<file path="src/rtl/u_sequencer.sv">
// u_sequencer: microprogram sequencer fetching from a combinational control ROM.
// Optional CALL/RET with a 1-deep return register when USEQ_CALL_EN is defined.
module u_sequencer #(
  parameter int ADDR_W     = 4,
  parameter int NCOND      = 4,
  parameter int CSEL_W     = 2,
  parameter int CTRL_W     = 4,
  parameter int START_ADDR = 0,
`ifdef USEQ_CALL_EN
  localparam int OP_W      = 3,
`else
  localparam int OP_W      = 2,
`endif
  localparam int UI_W      = OP_W + CSEL_W + ADDR_W + CTRL_W
) (
  input  logic              Clk,
  input  logic              Reset,
  input  logic              START,
  input  logic [NCOND-1:0]  COND,
  input  logic [UI_W-1:0]   UI,
  output logic [ADDR_W-1:0] ADDR,
  output logic [CTRL_W-1:0] CTRL,
  output logic              BUSY,
  output logic              DONE
);

  typedef enum logic [1:0] {
    S_IDLE,
    S_RUN,
    S_DONE
  } state_e;

  localparam logic [OP_W-1:0] OP_NEXT = OP_W'(0);
  localparam logic [OP_W-1:0] OP_JMP  = OP_W'(1);
  localparam logic [OP_W-1:0] OP_BR   = OP_W'(2);
  localparam logic [OP_W-1:0] OP_END  = OP_W'(3);
`ifdef USEQ_CALL_EN
  localparam logic [OP_W-1:0] OP_CALL = OP_W'(4);
  localparam logic [OP_W-1:0] OP_RET  = OP_W'(5);
`endif

  localparam logic [ADDR_W-1:0] START_A = ADDR_W'(START_ADDR);
  localparam int CSEL_N = 2 ** CSEL_W;

  state_e state_q, state_d;
  logic [ADDR_W-1:0] upc_q, upc_d;
  logic [ADDR_W-1:0] upc_inc;
`ifdef USEQ_CALL_EN
  logic [ADDR_W-1:0] ret_q, ret_d;
`endif

  logic [OP_W-1:0]   op;
  logic [CSEL_W-1:0] csel;
  logic [ADDR_W-1:0] tgt;
  logic [CTRL_W-1:0] ctrl_f;
  logic [CSEL_N-1:0] cond_ext;
  logic              cond_hit;

  assign {op, csel, tgt, ctrl_f} = UI;
  assign upc_inc = upc_q + ADDR_W'(1);

  // Selects beyond the implemented flags read as zero.
  always_comb begin
    cond_ext = '0;
    for (int i = 0; i < NCOND; i++) begin
      cond_ext[i] = COND[i];
    end
  end

  assign cond_hit = cond_ext[csel];

  always_comb begin
    state_d = state_q;
    upc_d   = upc_q;
`ifdef USEQ_CALL_EN
    ret_d   = ret_q;
`endif
    unique case (state_q)
      S_IDLE, S_DONE: begin
        if (START) begin
          state_d = S_RUN;
          upc_d   = START_A;
        end
      end
      S_RUN: begin
        case (op)
          OP_NEXT: upc_d = upc_inc;
          OP_JMP:  upc_d = tgt;
          OP_BR:   upc_d = cond_hit ? tgt : upc_inc;
          OP_END:  state_d = S_DONE;
`ifdef USEQ_CALL_EN
          OP_CALL: begin
            ret_d = upc_inc;
            upc_d = tgt;
          end
          OP_RET:  upc_d = ret_q;
`endif
          default: upc_d = upc_inc;
        endcase
      end
      default: state_d = S_IDLE;
    endcase
  end

  always_ff @(posedge Clk or posedge Reset) begin
    if (Reset) begin
      state_q <= S_IDLE;
      upc_q   <= '0;
    end else begin
      state_q <= state_d;
      upc_q   <= upc_d;
    end
  end

`ifdef USEQ_CALL_EN
  always_ff @(posedge Clk or posedge Reset) begin
    if (Reset) ret_q <= '0;
    else       ret_q <= ret_d;
  end
`endif

  assign ADDR = upc_q;
  assign BUSY = (state_q == S_RUN);
  assign DONE = (state_q == S_DONE);
  assign CTRL = BUSY ? ctrl_f : '0;

endmodule

</file>
<file path="config.mk">
export PLATFORM = sky130hd
export DESIGN_NAME = u_sequencer
export DESIGN_NICKNAME = d
export VERILOG_FILES = /design/src/rtl/u_sequencer.sv
export SDC_FILE = /design/constraint.sdc
export NUM_CORES = 1
export LEC_CHECK = 0
export CORE_UTILIZATION = 32
export DETAILED_ROUTE_END_ITERATION = 8
export PLACE_DENSITY = 0.75
export SLEW_MARGIN = 20
export SYNTH_ARGS = -nofsm -noshare
export SYNTH_HDL_FRONTEND = slang
export SYNTH_SLANG_ARGS = --single-unit
</file>
<file path="constraint.sdc">
create_clock -name Clk -period 1.47 [get_ports Clk]
set_clock_uncertainty 0.15 [all_clocks]
set_input_delay 0.3675 -clock Clk [delete_from_list [all_inputs] [get_ports Clk]]
set_output_delay 0.3675 -clock Clk [all_outputs]
set_load 0.02 [all_outputs]
</file>
==> results by group, run 1 <==
Synthesis
  • Seq/Total Area, Yosys: a little under a third
  • Post-synthesis async set-or-reset flop share: 100%
  • Post-synth top area cell: dfrtp_1
  • Post-Syn Instances: 52
  • Synthesized area: 482 um2
  • Syn avg cell area: approximately 9 um2
  • Synth warnings: 0
  • Number of synthesized flops with an enable pin: 0
  • Synth Flop Type: dfrtp_1
  • Synth unique cells: 26
  • Top cells by area, synth: dfrtp_1, ha_1, and2_1, inv_1, mux4_2
  • Commonest cells in the netlist: dfrtp_1, inv_1, ha_1
  • Post-Syn Nets: between 70 and 80
  • Register bit total from synthesis: 6
  • Area share of the largest cell type after synthesis: between 30% and 40%

Global routing
  • Largest net degree at the start of global routing: 7
  • GRT Util Overall: roughly a quarter
  • Overflow after GRT: 0
  • Initial antenna violation count: 0
  • Vias in the first global route: 597
  • First-pass GRT wire length: 2530 um

Clocking
  • H-tree Lvls: 1
  • CTS tree: built
  • Number of hold buffers added after cts: 0
  • Worst-Skew Late Latency: around 0.25 ns
  • Num CTS Buffers: 3
  • Root buffer cell: clkbuf_4
  • Clk sinks: 6
  • Clk pin slew, worst setup/hold paths: around 0.050 ns
  • Clk buf depth: 2

Die
  • Die height: around 40 um
  • Row count: 13
  • Core Box Area: about 1400 um2
  • Boundary pin count: 29
  • Initial Utilization: between 30 and 40%
  • Die width: 40.8 um
  • Die ar.: ~1700 um2

Worst setup path
  • Worst Reg2Reg Path Length in Cells: 6
  • Required time worst endpoint: 1.45 ns
  • R2R Setup Slk: -0.20 ns
  • CP Class: in -> reg
  • Worst R2R End: ADDR[1]
  • Crit path arrival time: around 1.7 ns
  • Critical Path Source Type: input pin
  • Crit path to: ADDR[1]
  • CP Max Fanout: 5
  • RR Startpoint: state_q[1]
  • CP startpoint: START
  • Critical Path Sink Type: flop

Routing
  • Initial drt markers: 6
  • Drt pass-1 iters: 4
  • Post-DRT Antenna Nets: 0
  • Vias per cell: about 5.3
  • Via count: approximately 630
  • DR WL/cell: between 15 and 20 um
  • Drt total wl: around 2100 um
  • Number of remaining DRC errors: 0

Placed design
  • I/O Buffers: 28
  • Placed Area: slightly below 900 um2
  • Detailed placer's ending HPWL: a little over 1000 um
  • Placer Congestion: 0.744

STA
  • Tmin final: about 1.7 ns
  • Worst-Margin Slew: approximately 0.29 ns
  • Final setup TNS: -1.56 ns
  • Tcrit/Tclk final: 115%
  • Slew HR: roughly 80%
  • Final hold slack: between 0.2 and 0.25 ns
  • Final hold vios: 0
  • Worst Slack Setup Final: -0.219 ns
  • Final slew viol count: 0
  • RSZ-0062 raised after global routing: yes
  • Fmax: slightly below 600 MHz
  • Final Setup Violations: 10

Run
  • Max-Cap Viols: 0

Outcome
  • Failing checks: setup timing
  • Status: finished with violations

Min path
  • Hold crit path type: in -> async

Layout
  • Layout area overhead: 134%
  • Post-route cell area: around 1100 um2
  • Layout cell share with drive strength beyond 1: between 60% and 70%
  • Antenna Cells: 0
  • Final net count: 130

Power
  • Peak supply drop: approximately 0.77 mV
  • Pwr/cell area: between 1500 and 2000 nW/um2
  • PnR Total Power: between 0.0015 and 0.002 W
  • Static Leak: 0.545 nW
## registers in the layout, indices dropped and copies added, names as in the netlist
register	flops
state_q	2
ADDR	4
## metrics by stage
stage | utilization, % | setup WS (ns) | instances
6_report | 83.4 | -0.219 | 119
3_3_place_gp | 65.6 | -0.792 | 105
2_1_floorplan | - | -0.258 | 52
3_5_place_dp | 65.6 | -0.816 | 105
4_1_cts | 78.4 | -0.169 | 118
5_1_grt | 83.4 | -0.260 | 119
## worst min-delay path by stage
stage | from | end | slack, ns | depth (start not counted)
after floorplan | Reset | ADDR[0] | 0.008 | 1
after global placement | Reset | state_q[1] | 0.45 | 2
after detailed placement | Reset | ADDR[3] | 0.46 | 2
after CTS | Reset | ADDR[2] | 0.21 | 2
after global routing | Reset | ADDR[2] | 0.27 | 2
final | Reset | ADDR[2] | 0.20 | 2
## where the power goes
group	internal [W]	leakage, nW	total (W)	switching, W
registers	0.000228	0.0778	0.000274	0.0000458
clock network	0.0000926	0.0138	0.000156	0.0000633
logic	0.000688	0.454	0.00127	0.000581
## critical path, cell delays in order
cell,delay (ns)
clkdlybuf4s50_1,0.51
or2b_4,0.31
and3_1,0.20
a221o_1,0.28
## layout make-up
| class | count | area (um2) |
|---|---|---|
| clock buffer | 3 | 22.5 |
| fill | 63 | 224 |
| inverter | 6 | 25.0 |
| multi-input combinational | 39 | 449 |
| sequential | 6 | 150 |
| tap | 15 | 18.8 |
| timing repair buffer | 50 | 460 |
## kinds of logic (layout without fill, tap and decap cells)
kind of cell / count (synthesis) / in the layout / synth area share, %
AND/OR/NAND/NOR: 21 / 21 / 25.2
multiplexers: 1 / 1 / 4.67
XOR/XNOR: 2 / 2 / 3.64
adder cells (fa/ha/maj): 5 / 5 / 13.0
buffers and inverters: 7 / 59 / 6.23
flip-flops: 6 / 6 / 31.2
AO/OA/AOI/OAI: 10 / 10 / 16.1
## cells in the final DEF (no fill, tap or decap), types with 2 or more instances in the layout
cell and n:
ha_4 2, inv_1 4, nand2_1 2, buf_4 14
clkbuf_2 2, dlygate4sd2_1 2, buf_2 3, clkbuf_4 3
ha_1 2, clkdlybuf4s50_1 10, and2_4 3, nor2b_4 3
buf_6 18, dfrtp_1 6
## timing repair
| item | 4_1_cts | 5_1_grt |
|---|---|---|
| resized for setup | 93 | 20 |
| pin swaps | 11 | 11 |
| setup buffers | 10 | 3 |
| endpoints found under the setup margin | 14 | 13 |
| endpoints found under the hold margin | 0 | 0 |
| cloned | 0 | 0 |
## layer usage
layer,global-route usage [%],wire length [um],up-vias
met2,43.8,1070,28
met3,3.26,131,12
li1,-,-,289
met5,0,0,-
met4,19.2,120,0
met1,24.1,775,304
No activity file was read; power rests on OpenSTA's default activity.
==> run 2, diff against run 1 <==
--- a/config.mk
+++ b/config.mk
@@ -12,3 +12,4 @@
 export SYNTH_ARGS = -nofsm -noshare
 export SYNTH_HDL_FRONTEND = slang
 export SYNTH_SLANG_ARGS = --single-unit
+export TNS_END_PERCENT = 5
==> run 2 against run 1 <==
Against the previous run: the run still ends with setup timing left; wire length fell by 31%; fmax rose by 2.8%; non-clock buffer count fell by 7; global-route usage fell by 4.4 points; register-to-register slack improved by 0.05 ns; largest power group unchanged.
==> results by group, run 2 (synthesized netlist as in run 1, its figures left out) <==
Worst setup path
  • Worst Reg2Reg Path Length in Cells: 6
  • Critical Path Source Type: flop
  • Worst R2R End: ADDR[1]
  • CP Class: reg -> out
  • Slowest-stage cell, CP: dfrtp_1
  • Worst path bufs/invs: 1
  • CP top delay family: flip-flops
  • R2R Setup Slk: -0.15 ns
  • Critical Path Sink Type: output port
  • CP Max Fanout: 6
  • RR Startpoint: state_q[1]
  • Required time worst endpoint: 0.95 ns
  • Crit path arrival time: roughly 1.1 ns
  • CP cell instances: nor2b_4 -> and2_4 -> buf_6
  • Max incr delay on CP: just over 0.4 ns

Routing
  • Drt total wl: about 1400 um
  • Via count: approximately 550
  • Number of remaining DRC errors: 0
  • Drt pass-1 iters: 3
  • DR WL/cell: ~13 um
  • Post-DRT Antenna Nets: 0
  • Initial drt markers: 14
  • Vias per cell: roughly 4.9

Placed design
  • Detailed placer's ending HPWL: ~1100 um
  • Pre-CTS setup slack: -0.834 ns
  • I/O Buffers: 28
  • Dpl cells: ~110
  • Placer Congestion: between 0.8 and 0.9

Layout
  • Sequential cell area: ~150 um2
  • Antenna Cells: 0
  • Cell Count, Final, Fillers Out: approximately 110
  • Post-layout util: roughly 73%
  • Max reg flops: 4
  • Layout area overhead: 104%
  • Layout cell share with drive strength beyond 1: between 50% and 60%
  • Final net count: 123
  • Multi-input logic area: around 380 um2
  • Most common cell after layout, fill and taps aside: buf_4
  • Most frequent cells in the layout: buf_4, clkdlybuf4s50_1, buf_6, dfrtp_1
  • # fillers: around 120

Run
  • Max-Cap Viols: 0

Clocking
  • Worst-Skew Late Latency: between 0.2 and 0.3 ns
  • Root buffer cell: clkbuf_4
  • Num CTS Buffers: 3
  • H-tree Lvls: 1
  • CTS tree: built
  • Clk pin slew, worst setup/hold paths: about 0.050 ns
  • Number of hold buffers added after cts: 0
  • Clk sinks: 6
  • Clk buf depth: 2

Outcome
  • Failing checks: setup timing
  • Status: finished with violations

Die
  • Initial Utilization: 35.7%
  • Row count: 13
  • Die height: 40.8 um
  • Core Box Area: approximately 1400 um2
  • Die ar.: approximately 1700 um2
  • Boundary pin count: 29
  • Die width: 40.8 um

STA
  • Slew HR: between 80% and 90%
  • Tcrit/Tclk final: 112%
  • Final hold vios: 0
  • Final hold slack: about 0.18 ns
  • RSZ-0062 raised after global routing: yes
  • Worst Slack Setup Final: -0.172 ns
  • Final slew viol count: 0
  • Fmax: around 600 MHz
  • Worst-Margin Slew: 0.254 ns
  • Tmin final: 1.64 ns
  • Final Setup Violations: 9

Power
  • Peak supply drop: 0.760 mV
  • Static Leak: around 0.48 nW
  • Pwr/cell area: between 1000 and 1500 nW/um2

Global routing
  • First-pass GRT wire length: just over 2000 um
  • Initial antenna violation count: 0
  • Overflow after GRT: 0
  • Vias in the first global route: roughly 520
  • Largest net degree at the start of global routing: 7
  • GRT Util Overall: 19.7%

Min path
  • Hold crit path type: in -> async
==> run 2: cell count changes in the layout (fill, tap and decap cells not counted), sizes merged <==
cell | previous run | this run
clkdlybuf4s15 | 1 | 4
dlygate4sd2 | 2 | 1
buf | 35 | 28
clkbuf | 5 | 3
==> run 2: worst reg2reg max path: stages (launching register included) <==
cell	delay (ns)
dfrtp_1	0.41
nor2b_4	0.19
buf_6	0.15
nand2_4	0.07
buf_6	0.11
and3_1	0.16
a221o_1	0.25
==> run 2: report_power, final <==
part	internal (W)	total (W)	switching [W]
sequential	0.000228	0.000267	0.0000394
combinational	0.000520	0.000946	0.000426
clock	0.0000929	0.000160	0.0000675
==> run 2: what timing repair did <==
item / in CTS / in global routing
setup endpoints to repair: 14 / 13
resized for setup: 73 / 16
pin swaps: 6 / 5
setup buffers: 1 / 1
==> run 2: area by class of cell <==
| cell class | instances | area share [%] |
|---|---|---|
| Timing Repair Buffer | 43 | 39.4 |
| Multi-Input combinational cell | 39 | 38.8 |
| Sequential cell | 6 | 15.3 |
| Clock buffer | 3 | 2.30 |
| Inverter | 6 | 2.30 |
| Tap cell | 15 | 1.91 |
==> run 2: per-stage QoR <==
step / TNS (ns) / cell area [um2] / total power (W)
5_1_grt: -1.61 / 981 / 0.00146
3_5_place_dp: -6.24 / 896 / 0.00109
4_1_cts: -1.13 / 921 / 0.00124
6_report: -1.15 / 981 / 0.00137
3_3_place_gp: -6.01 / 896 / 0.00108
2_1_floorplan: -0.825 / 507 / 0.000699
==> run 2: how the worst max path moves through the flow <==
stage / start / end / slack [ns] / cells after the start
2_1_floorplan: UI[8] / ADDR[1] / -0.26 / 4
3_3_place_gp: UI[10] / ADDR[1] / -0.82 / 7
3_5_place_dp: UI[10] / ADDR[1] / -0.83 / 7
4_1_cts: state_q[1] / CTRL[3] / -0.17 / 3
5_1_grt: state_q[0] / CTRL[2] / -0.22 / 3
6_report: state_q[1] / CTRL[2] / -0.17 / 3
==> run 2: metal layers <==
metal	up-vias	GRT usage (%)	routed length (um)
met4	0	5.00	14
met1	254	19.1	574
met2	23	37.1	737
li1	274	-	-
met3	2	8.70	112
met5	-	0	0
